<file path="src/rtl/fifo_axi_pkg.sv">
// fifo_axi_pkg -- shared types and constants for the FIFO-to-AXI write master.
//   state_e      : write-master FSM states (IDLE, ADDR, DATA, RESP)
//   RESP_*       : AXI write response codes
//   burst_bytes  : byte span of one burst, used for address stepping
package fifo_axi_pkg;

  typedef enum logic [1:0] {
    ST_IDLE = 2'd0,
    ST_ADDR = 2'd1,
    ST_DATA = 2'd2,
    ST_RESP = 2'd3
  } state_e;

  localparam logic [1:0] RESP_OKAY   = 2'b00;
  localparam logic [1:0] RESP_EXOKAY = 2'b01;
  localparam logic [1:0] RESP_SLVERR = 2'b10;
  localparam logic [1:0] RESP_DECERR = 2'b11;

  function automatic int unsigned burst_bytes(input int unsigned len,
                                              input int unsigned data_w);
    return len * (data_w / 8);
  endfunction

endpackage

</file>
<file path="src/rtl/fifo_axi_skid_buf.sv">
// fifo_axi_skid_buf -- 2-entry buffer between the write-FIFO read port and AXI W.
//   clk, rst     : clock, asynchronous active-low reset
//   push         : capture push_data this cycle (caller guarantees space)
//   push_data    : word to capture
//   pop          : drop the head entry (caller guarantees valid)
//   valid        : buffer holds at least one entry
//   head         : oldest entry
//   count        : occupancy, 0..2
module fifo_axi_skid_buf #(
  parameter int DATA_W = 128
) (
  input  logic              clk,
  input  logic              rst,
  input  logic              push,
  input  logic [DATA_W-1:0] push_data,
  input  logic              pop,
  output logic              valid,
  output logic [DATA_W-1:0] head,
  output logic [1:0]        count
);

  logic [DATA_W-1:0] mem [2];
  logic              wr_ptr;
  logic              rd_ptr;
  logic [1:0]        cnt_q;

  always_ff @(posedge clk or negedge rst) begin
    if (!rst) begin
      // NOTE: the two storage words are reset as well; it is only two
      // registers and it keeps wdata at a known zero out of reset.
      mem[0] <= '0;
      mem[1] <= '0;
      wr_ptr <= 1'b0;
      rd_ptr <= 1'b0;
      cnt_q  <= '0;
    end else begin
      if (push) begin
        mem[wr_ptr] <= push_data;
        wr_ptr      <= ~wr_ptr;
      end
      if (pop) begin
        rd_ptr <= ~rd_ptr;
      end
      case ({push, pop})
        2'b10:   cnt_q <= cnt_q + 2'd1;
        2'b01:   cnt_q <= cnt_q - 2'd1;
        default: cnt_q <= cnt_q;
      endcase
    end
  end

  assign valid = (cnt_q != 2'd0);
  assign head  = mem[rd_ptr];
  assign count = cnt_q;

endmodule

</file>
<file path="src/rtl/fifo_axi_wr_master.sv">
// fifo_axi_wr_master -- drains a write FIFO into fixed-length AXI write bursts.
//   clk, rst              : clock, asynchronous active-low reset
//   en                    : start enable, sampled only while idle
//   rd_en/rd_data/empty   : write-FIFO read port (data one cycle after rd_en)
//   awaddr/awlen/awvalid/awready : AW channel, awlen fixed at BURST_LEN-1
//   wdata/wstrb/wlast/wvalid/wready : W channel, wstrb all ones
//   bresp/bvalid/bready   : B channel
//   busy                  : FSM not idle
//   err_cnt               : saturating count of non-OKAY responses
// Build option: define FIFO_AXI_WR_ERR_CNT_EN to include the error counter;
// otherwise err_cnt is tied to zero.
module fifo_axi_wr_master
  import fifo_axi_pkg::*;
#(
  parameter int                 DATA_W    = 128,
  parameter int                 ADDR_W    = 32,
  parameter int                 BURST_LEN = 16,
  parameter logic [ADDR_W-1:0]  BASE_ADDR = '0
) (
  input  logic                clk,
  input  logic                rst,
  input  logic                en,
  output logic                rd_en,
  input  logic [DATA_W-1:0]   rd_data,
  input  logic                empty,
  output logic [ADDR_W-1:0]   awaddr,
  output logic [7:0]          awlen,
  output logic                awvalid,
  input  logic                awready,
  output logic [DATA_W-1:0]   wdata,
  output logic [DATA_W/8-1:0] wstrb,
  output logic                wlast,
  output logic                wvalid,
  input  logic                wready,
  input  logic [1:0]          bresp,
  input  logic                bvalid,
  output logic                bready,
  output logic                busy,
  output logic [15:0]         err_cnt
);

  localparam logic [ADDR_W-1:0] ADDR_STEP =
    ADDR_W'(burst_bytes(int'(BURST_LEN), int'(DATA_W)));
  localparam logic [8:0] POP_MAX   = 9'(BURST_LEN);
  localparam logic [7:0] LAST_BEAT = 8'(BURST_LEN - 1);

  state_e            state;
  state_e            state_nx;
  logic [8:0]        pop_cnt;
  logic [7:0]        beat_cnt;
  logic              rd_en_q;     // pop issued last cycle, data arriving now
  logic              buf_valid;
  logic [1:0]        buf_count;
  logic [DATA_W-1:0] buf_head;
  logic              aw_hs;
  logic              w_hs;
  logic              b_hs;

  assign aw_hs = awvalid && awready;
  assign w_hs  = wvalid && wready;
  assign b_hs  = bvalid && bready;

  assign awvalid = (state == ST_ADDR);
  assign bready  = (state == ST_RESP);
  assign busy    = (state != ST_IDLE);
  assign awlen   = LAST_BEAT;
  assign wstrb   = '1;

  // Pops are only issued in DATA, so W can never run ahead of the AW
  // handshake. Counting the in-flight pop keeps the buffer from overfilling.
  assign rd_en = (state == ST_DATA) && !empty && (pop_cnt < POP_MAX) &&
                 ((buf_count + {1'b0, rd_en_q}) < 2'd2);

  fifo_axi_skid_buf #(
    .DATA_W (DATA_W)
  ) u_buf (
    .clk       (clk),
    .rst       (rst),
    .push      (rd_en_q),
    .push_data (rd_data),
    .pop       (w_hs),
    .valid     (buf_valid),
    .head      (buf_head),
    .count     (buf_count)
  );

  assign wvalid = buf_valid;
  assign wdata  = buf_head;
  assign wlast  = buf_valid && (beat_cnt == LAST_BEAT);

  always_comb begin
    // NOTE: default first so every path assigns state_nx and no latch forms.
    state_nx = state;
    case (state)
      ST_IDLE: if (en && !empty)  state_nx = ST_ADDR;
      ST_ADDR: if (aw_hs)         state_nx = ST_DATA;
      ST_DATA: if (w_hs && wlast) state_nx = ST_RESP;
      ST_RESP: if (b_hs)          state_nx = ST_IDLE;
      default:                    state_nx = ST_IDLE;
    endcase
  end

  always_ff @(posedge clk or negedge rst) begin
    if (!rst) begin
      // NOTE: non-blocking throughout so every register samples pre-edge values.
      state    <= ST_IDLE;
      pop_cnt  <= '0;
      beat_cnt <= '0;
      rd_en_q  <= 1'b0;
      awaddr   <= BASE_ADDR;
    end else begin
      state   <= state_nx;
      rd_en_q <= rd_en;
      if (state == ST_IDLE) begin
        pop_cnt  <= '0;
        beat_cnt <= '0;
      end else begin
        if (rd_en) pop_cnt  <= pop_cnt + 9'd1;
        if (w_hs)  beat_cnt <= beat_cnt + 8'd1;
      end
      if (b_hs) awaddr <= awaddr + ADDR_STEP;
    end
  end

`ifdef FIFO_AXI_WR_ERR_CNT_EN
  logic [15:0] err_q;

  always_ff @(posedge clk or negedge rst) begin
    if (!rst) begin
      err_q <= '0;
    end else if (b_hs && (bresp != RESP_OKAY) && (err_q != 16'hFFFF)) begin
      err_q <= err_q + 16'd1;
    end
  end

  assign err_cnt = err_q;
`else
  logic unused_bresp;

  assign unused_bresp = ^bresp;
  assign err_cnt      = '0;
`endif

endmodule
</file>
<file path="config.mk">
export PLATFORM = sky130hd
export DESIGN_NAME = fifo_axi_wr_master
export DESIGN_NICKNAME = d
export VERILOG_FILES = /design/src/rtl/fifo_axi_pkg.sv /design/src/rtl/fifo_axi_skid_buf.sv /design/src/rtl/fifo_axi_wr_master.sv
export SDC_FILE = /design/constraint.sdc
export NUM_CORES = 1
export LEC_CHECK = 0
export BUFFER_PORTS_ARGS = -buffer_cell sky130_fd_sc_hd__buf_2
export CAP_MARGIN = 30
export CORE_ASPECT_RATIO = 1.25
export CORE_MARGIN = 2
export CORE_UTILIZATION = 40
export DETAILED_ROUTE_END_ITERATION = 7
export SETUP_SLACK_MARGIN = 0.15
export SYNTH_ARGS = -nofsm -noshare
export SYNTH_HDL_FRONTEND = slang
export SYNTH_HIERARCHICAL = 1
export SYNTH_SLANG_ARGS = --single-unit
</file>
<file path="constraint.sdc">
create_clock -name clk -period 2.15 [get_ports clk]
set_clock_uncertainty 0.05 [all_clocks]
set_input_delay 0.215 -clock clk [delete_from_list [all_inputs] [get_ports clk]]
set_output_delay 0.215 -clock clk [all_outputs]
set_load 0.01 [all_outputs]
</file>
Word-level counts from Yosys, hierarchy flattened
Cells that the tools add are included.
{"block": "classes", "addsub": 6, "magnitude_cmp": 5, "n_eq_ne": 10, "mux": 16, "bitwise": 4, "reduce_logical": 18}
{"operator": "$mux 128", "n": 4}
{"operator": "$bwmux 256", "n": 1}
{"operator": "$demux 128 s1", "n": 1}
{"operator": "$add 32x9->32 const B", "n": 1}
{"operator": "$mux 9", "n": 2}
{"operator": "$mux 8", "n": 2}
{"operator": "$logic_and 1x1->1", "n": 10}
{"operator": "$reduce_bool 2->1", "n": 5}
{"operator": "$add 9x1->9 const B", "n": 1}
{"operator": "$lt 9x5->1 const B", "n": 1}
{"operator": "$add 8x1->8 const B", "n": 1}
{"operator": "$eq 8x4->1 const B", "n": 1}
{"operator": "$mux 2", "n": 4}
{"operator": "$pmux 2 s4", "n": 1}
{"operator": "$eq 2x2->1 const B", "n": 3}
{"operator": "$ne 2x1->1 const B", "n": 3}
{"operator": "$eq 2x1->1 const B", "n": 2}
{"operator": "$ge 2x2->1 const B", "n": 2}
{"operator": "$not 1->2", "n": 2}
{"operator": "$pmux 2 s2", "n": 1}
{"operator": "$reduce_and 4->1", "n": 1}
{"operator": "$add 2x1->2", "n": 1}
{"operator": "$add 2x1->2 const B", "n": 1}
{"operator": "$logic_not 2->1", "n": 1}
{"operator": "other kinds (6)", "n": 7}
{"block": "totals", "regBits": 312, "output_inout_bits": 206, "wordCells": 69}

Depth between registers and ports, before layout
{"block": "depth", "ltp_word": 6, "depth_mapped": 7, "mapped_depth_nobuf": 6}

Modules after synthesis
The synthesis kept the hierarchy.
{"module": "fifo_axi_skid_buf", "instances": 1, "cells_each": 697, "area_each_um2": 12216.7, "seq_area_each_um2": 6506.2}
{"module": "fifo_axi_wr_master", "instances": 1, "cells_each": 234, "area_each_um2": 2454.9, "seq_area_each_um2": 1101.1}

Worst setup path before layout
Ideal clock, no wire load.
{"block": "synth_timing", "path_type": "reg2reg", "start": "reg beat_cnt[0]", "end": "reg state[1]", "setup_ns": 0.128, "t_arrival_ns": 1.755, "setup_slack_ns": 0.218, "path_stages_with_launch": 6, "path_buffers": 0, "period_less_slack_ns": 1.932, "path_cell_list": "dfrtp_1 -> ha_1 -> nand4bb_1 -> or4_4 -> a211oi_2 -> mux2_1"}
{"block": "synth_between", "elab_chain_cells": 5}
{"item": "start, declared", "line": "fifo_axi_wr_master.sv:50", "source": "logic [7:0] beat_cnt;"}
{"item": "start signal, assigned", "line": "fifo_axi_wr_master.sv:119", "source": "if (w_hs) beat_cnt <= beat_cnt + 8'd1;"}
{"item": "$eq 8x4->1", "line": "fifo_axi_wr_master.sv:89", "source": "assign wlast = buf_valid && (beat_cnt == LAST_BEAT);"}
{"item": "$logic_and 1x1->1", "line": "fifo_axi_wr_master.sv:89"}
{"item": "$logic_and 1x1->1", "line": "fifo_axi_wr_master.sv:97", "source": "ST_DATA: if (w_hs && wlast) state_nx = ST_RESP;"}
{"item": "$ne 2x1->1 (no source line)"}
{"item": "$reduce_and 4->1 (no source line)"}
{"item": "end signal, assigned", "line": "fifo_axi_wr_master.sv:112", "source": "state <= state_nx;"}
{"item": "end, declared", "line": "fifo_axi_wr_master.sv:47", "source": "state_e state;"}
No other way between the ends.
A chain may end at the register's enable or synchronous reset.

Worst setup path after layout
{"block": "layout_timing", "start": "reg u_buf.rd_ptr", "end": "out wdata[95]"}
{"block": "layout_between", "elab_chain_cells": 4}
{"item": "start, declared", "line": "fifo_axi_skid_buf.sv:24", "source": "logic rd_ptr;"}
{"item": "start signal, assigned", "line": "fifo_axi_skid_buf.sv:42", "source": "rd_ptr <= ~rd_ptr;"}
{"item": "$not 1->2 (implied by the code)", "line": "fifo_axi_skid_buf.sv:53", "source": "assign head = mem[rd_ptr];"}
{"item": "$mux 128 (implied by the code) (3 in a row)", "line": "fifo_axi_skid_buf.sv:53"}
{"item": "end, declared", "line": "fifo_axi_wr_master.sv:30", "source": "output logic [DATA_W-1:0] wdata,"}
No other way between the ends. The select of a mux whose other input is x is not followed.

==> metrics.txt <==
Slew HR 0.629; crit end category primary output; Initial Utilization 0.405; Final Setup Violations 0; critical path startpoint u_buf/rd_ptr$_DFFE_PN0P_; fin crit period 2.11 ns; total number of vias 9073; Internal 21700 uW; GP Congestion 0.754; Synth top area share 0.519; H-Tree Level Count 2; TritonRoute pass-1 iters 4; flops & latches, synth 304; Min-Delay Path Class in -> async; # fillers 2882; Critical Path RT 1.88 ns; Syn Area/Cell 15.8 um2; maximum buffer depth of the clock tree 3; chip width 175 um; total gr overflow 0; library cells used by synthesis 43; Final nets 1551; post-DR wirelength/cell 18.9 um; peak supply drop 980 uV; DRC 0; Synth area leaders dfrtp_1 52%, mux2_4 19%, mux2_2 14%; Adder-Cell Fraction of Synth Area 0.00768; Final Hold Fails 0; ANT nets after route 0; RSZ-0062 raised after global routing yes; register area share after synthesis 0.519; Clock Latency Late Sink 0.51 ns; storage element area 0.00761 mm2; core area 0.0362 mm2; io pins 343; Worst setup SP type flop; largest net degree at the start of global routing 59; final cycle utilization of the critical path 0.980; CP max-delay cell dfrtp_4; vias in the first global route 9908; P&R area growth vs syn 38.0%; Main synth FF type dfrtp_1; hold slack final 0.187 ns; first-pass GRT wire length 55200 um; CTS clk-pin slew, worst paths 0.06 ns; Tot Pwr 31100 uW; GRT Overall Usage 0.181; critical path class reg -> out; HPWL Detailed 21000 um; vias per cell 4.76; CTS tree built; Psw 9450 uW; Bufs and invs on worst path 3; post-synth top area cell dfrtp_1; CP Cell Sequence buf_12 > clkbuf_16 > mux2_4 > buf_6; max-slew violations 0; Top Family by Delay on Critical Path flip-flops; row count 78; mux cell area share after synthesis 0.347; footprint of the multi-input gates 0.00659 mm2; Reg-to-Reg Start beat_cnt[1]$_DFFE_PN0P_; chip height 218 um; layout cell share with drive strength beyond 1 0.559; Synth Instances 931; CP Data Arrival Time 1.84 ns; top-count cell post-synth dfrtp_1; antenna violations before repair 0; Switching Fraction 0.304; clock root buffer clkbuf_16; max_cap viols 0; final WL 36100 um; combinational power share 0.489; count of flip-flops with a built-in enable after synthesis 0; I/O Buffers 292; 1st-iter DRT viols 370; slowest cell delay on critical path 0.54 ns; Post-Syn Area 0.0147 mm2; Synth Warn # 6; Async S/R FF share, synth 1.00; critical path peak fanout 6; die area 0.0382 mm2; Commonest cells post-synth 304 x dfrtp_1, 190 x mux2_4, 182 x mux2_2, 48 x buf_4; antenna cells 0; status finished clean; Max Fclk 475 MHz; placed insts 1687; pwr/cell area 1540 mW/mm2; Compound-Gate Fraction of Synth Area 0.00520; Reg power frac 0.316; main combinational cell family by area after synthesis multiplexers; worst slew pin tran 0.556 ns; Final Non-Filler Cells 1907; clock share of power 0.195; simple-gate portion of the synthesized area 0.0318; post-synthesis xor/xnor area fraction 0.0215; total CTS buffers 34; clock sink total 304; Pleak 0.0100 uW
==> worst register-to-register path: stages, from the launching register on <==
cell and delay, ns:
dfrtp_1 0.39, ha_4 0.16, nand4bb_1 0.09, or4_4 0.44, buf_4 0.16, a211oi_4 0.22, mux2_1 0.34
==> flip-flops by register name, summed over array words and instances (netlist names) <==
| name | count |
|---|---|
| u_buf/mem | 256 |
| awaddr | 24 |
| pop_cnt | 9 |
| beat_cnt | 8 |
| state | 2 |
| u_buf/count | 2 |
| rd_en_q | 1 |
| u_buf/rd_ptr | 1 |
| u_buf/wr_ptr | 1 |
==> kinds of logic (layout without fill, tap and decap cells) <==
kind of cell,after synthesis,count (layout)
compound gates,8,8
fa+ha+maj,9,9
flops,304,304
buf+inv,103,553
mux,389,389
xor+xnor,36,36
simple gates,80,80
other cells,2,48
==> per-stage QoR <==
step	setup WS [ns]	area [um2]	util	TNS [ns]
2_1_floorplan	0.218	14800	-	0
3_3_place_gp	0.131	16400	0.453	0
3_5_place_dp	0.119	16400	0.453	0
4_1_cts	-0.00922	19700	0.544	-0.0250
5_1_grt	-0.00714	20300	0.559	-0.0588
6_report	0.0433	20300	0.559	0
==> worst paths after layout <==
check | end | slack, ns | cells after the start
worst min register to register | awaddr[31]$_DFFE_PN0P_ | 0.42 | 1
worst max register to register | state[1]$_DFFE_PN0P_ | 0.19 | 6
worst max-delay path | wdata[95] | 0.04 | 4
worst min-delay path | awaddr[30]$_DFFE_PN0P_ | 0.19 | 2
max in group asynchronous | u_buf/rd_ptr$_DFFE_PN0P_ | 1.06 | 4
min in group clk | rd_en_q$_DFF_PN0_ | 0.19 | 4
==> area by class of cell <==
cell class,instances,share of cell area
flip-flops and latches,304,0.376
multi-input cells,570,0.325
repair buffers,487,0.210
clock buffers,52,0.0520
well taps,480,0.0297
clock inverters,6,0.00531
inverters,8,0.00148
==> timing repair <==
action	4_1_cts	5_1_grt
hold buffers	130	0
hold endpoints to repair	307	0
cloned	8	8
pin swaps	3	3
resized for setup	115	82
buffers inserted	11	5
setup endpoints to repair	131	141
==> layer usage <==
| layer | track usage | wire, um |
|---|---|---|
| met4 | 0.0542 | 884 |
| met2 | 0.309 | 17800 |
| met1 | 0.226 | 15200 |
| met5 | 0 | 0 |
| met3 | 0.0449 | 2120 |
==> cell usage in the layout (no fill, tap or decap), types with 2 or more instances in the layout <==
cell	count
mux2_2	106
xor2_1	14
and3_1	8
and4_1	4
buf_2	215
nor3_1	2
clkinv_2	2
dlygate4sd3_1	130
ha_4	2
ha_1	6
buf_6	78
inv_1	5
buf_8	4
nand3_1	11
xnor2_1	22
bufinv_16	3
mux2i_1	3
nor2_1	16
or2_2	2
nand4_1	10
inv_2	3
nor2b_1	6
buf_12	15
dfrtp_1	303
a21oi_1	2
nand2_1	11
mux2_1	14
conb_1	48
buf_4	29
clkbuf_16	43
buf_16	10
clkbuf_1	8
clkbuf_8	7
mux2_4	266
==> power by group through the flow <==
stage                     sequential, uW  clock [uW]  combinational (uW)
final                               9840        6050               15200
after CTS                           9740        6230               13900
after global placement              9640           0               11200
after floorplan                     9330           0                8360
after global routing               10200        6460               16100
after detailed placement            9740           0               11300
No activity file was read; power rests on OpenSTA's default activity.
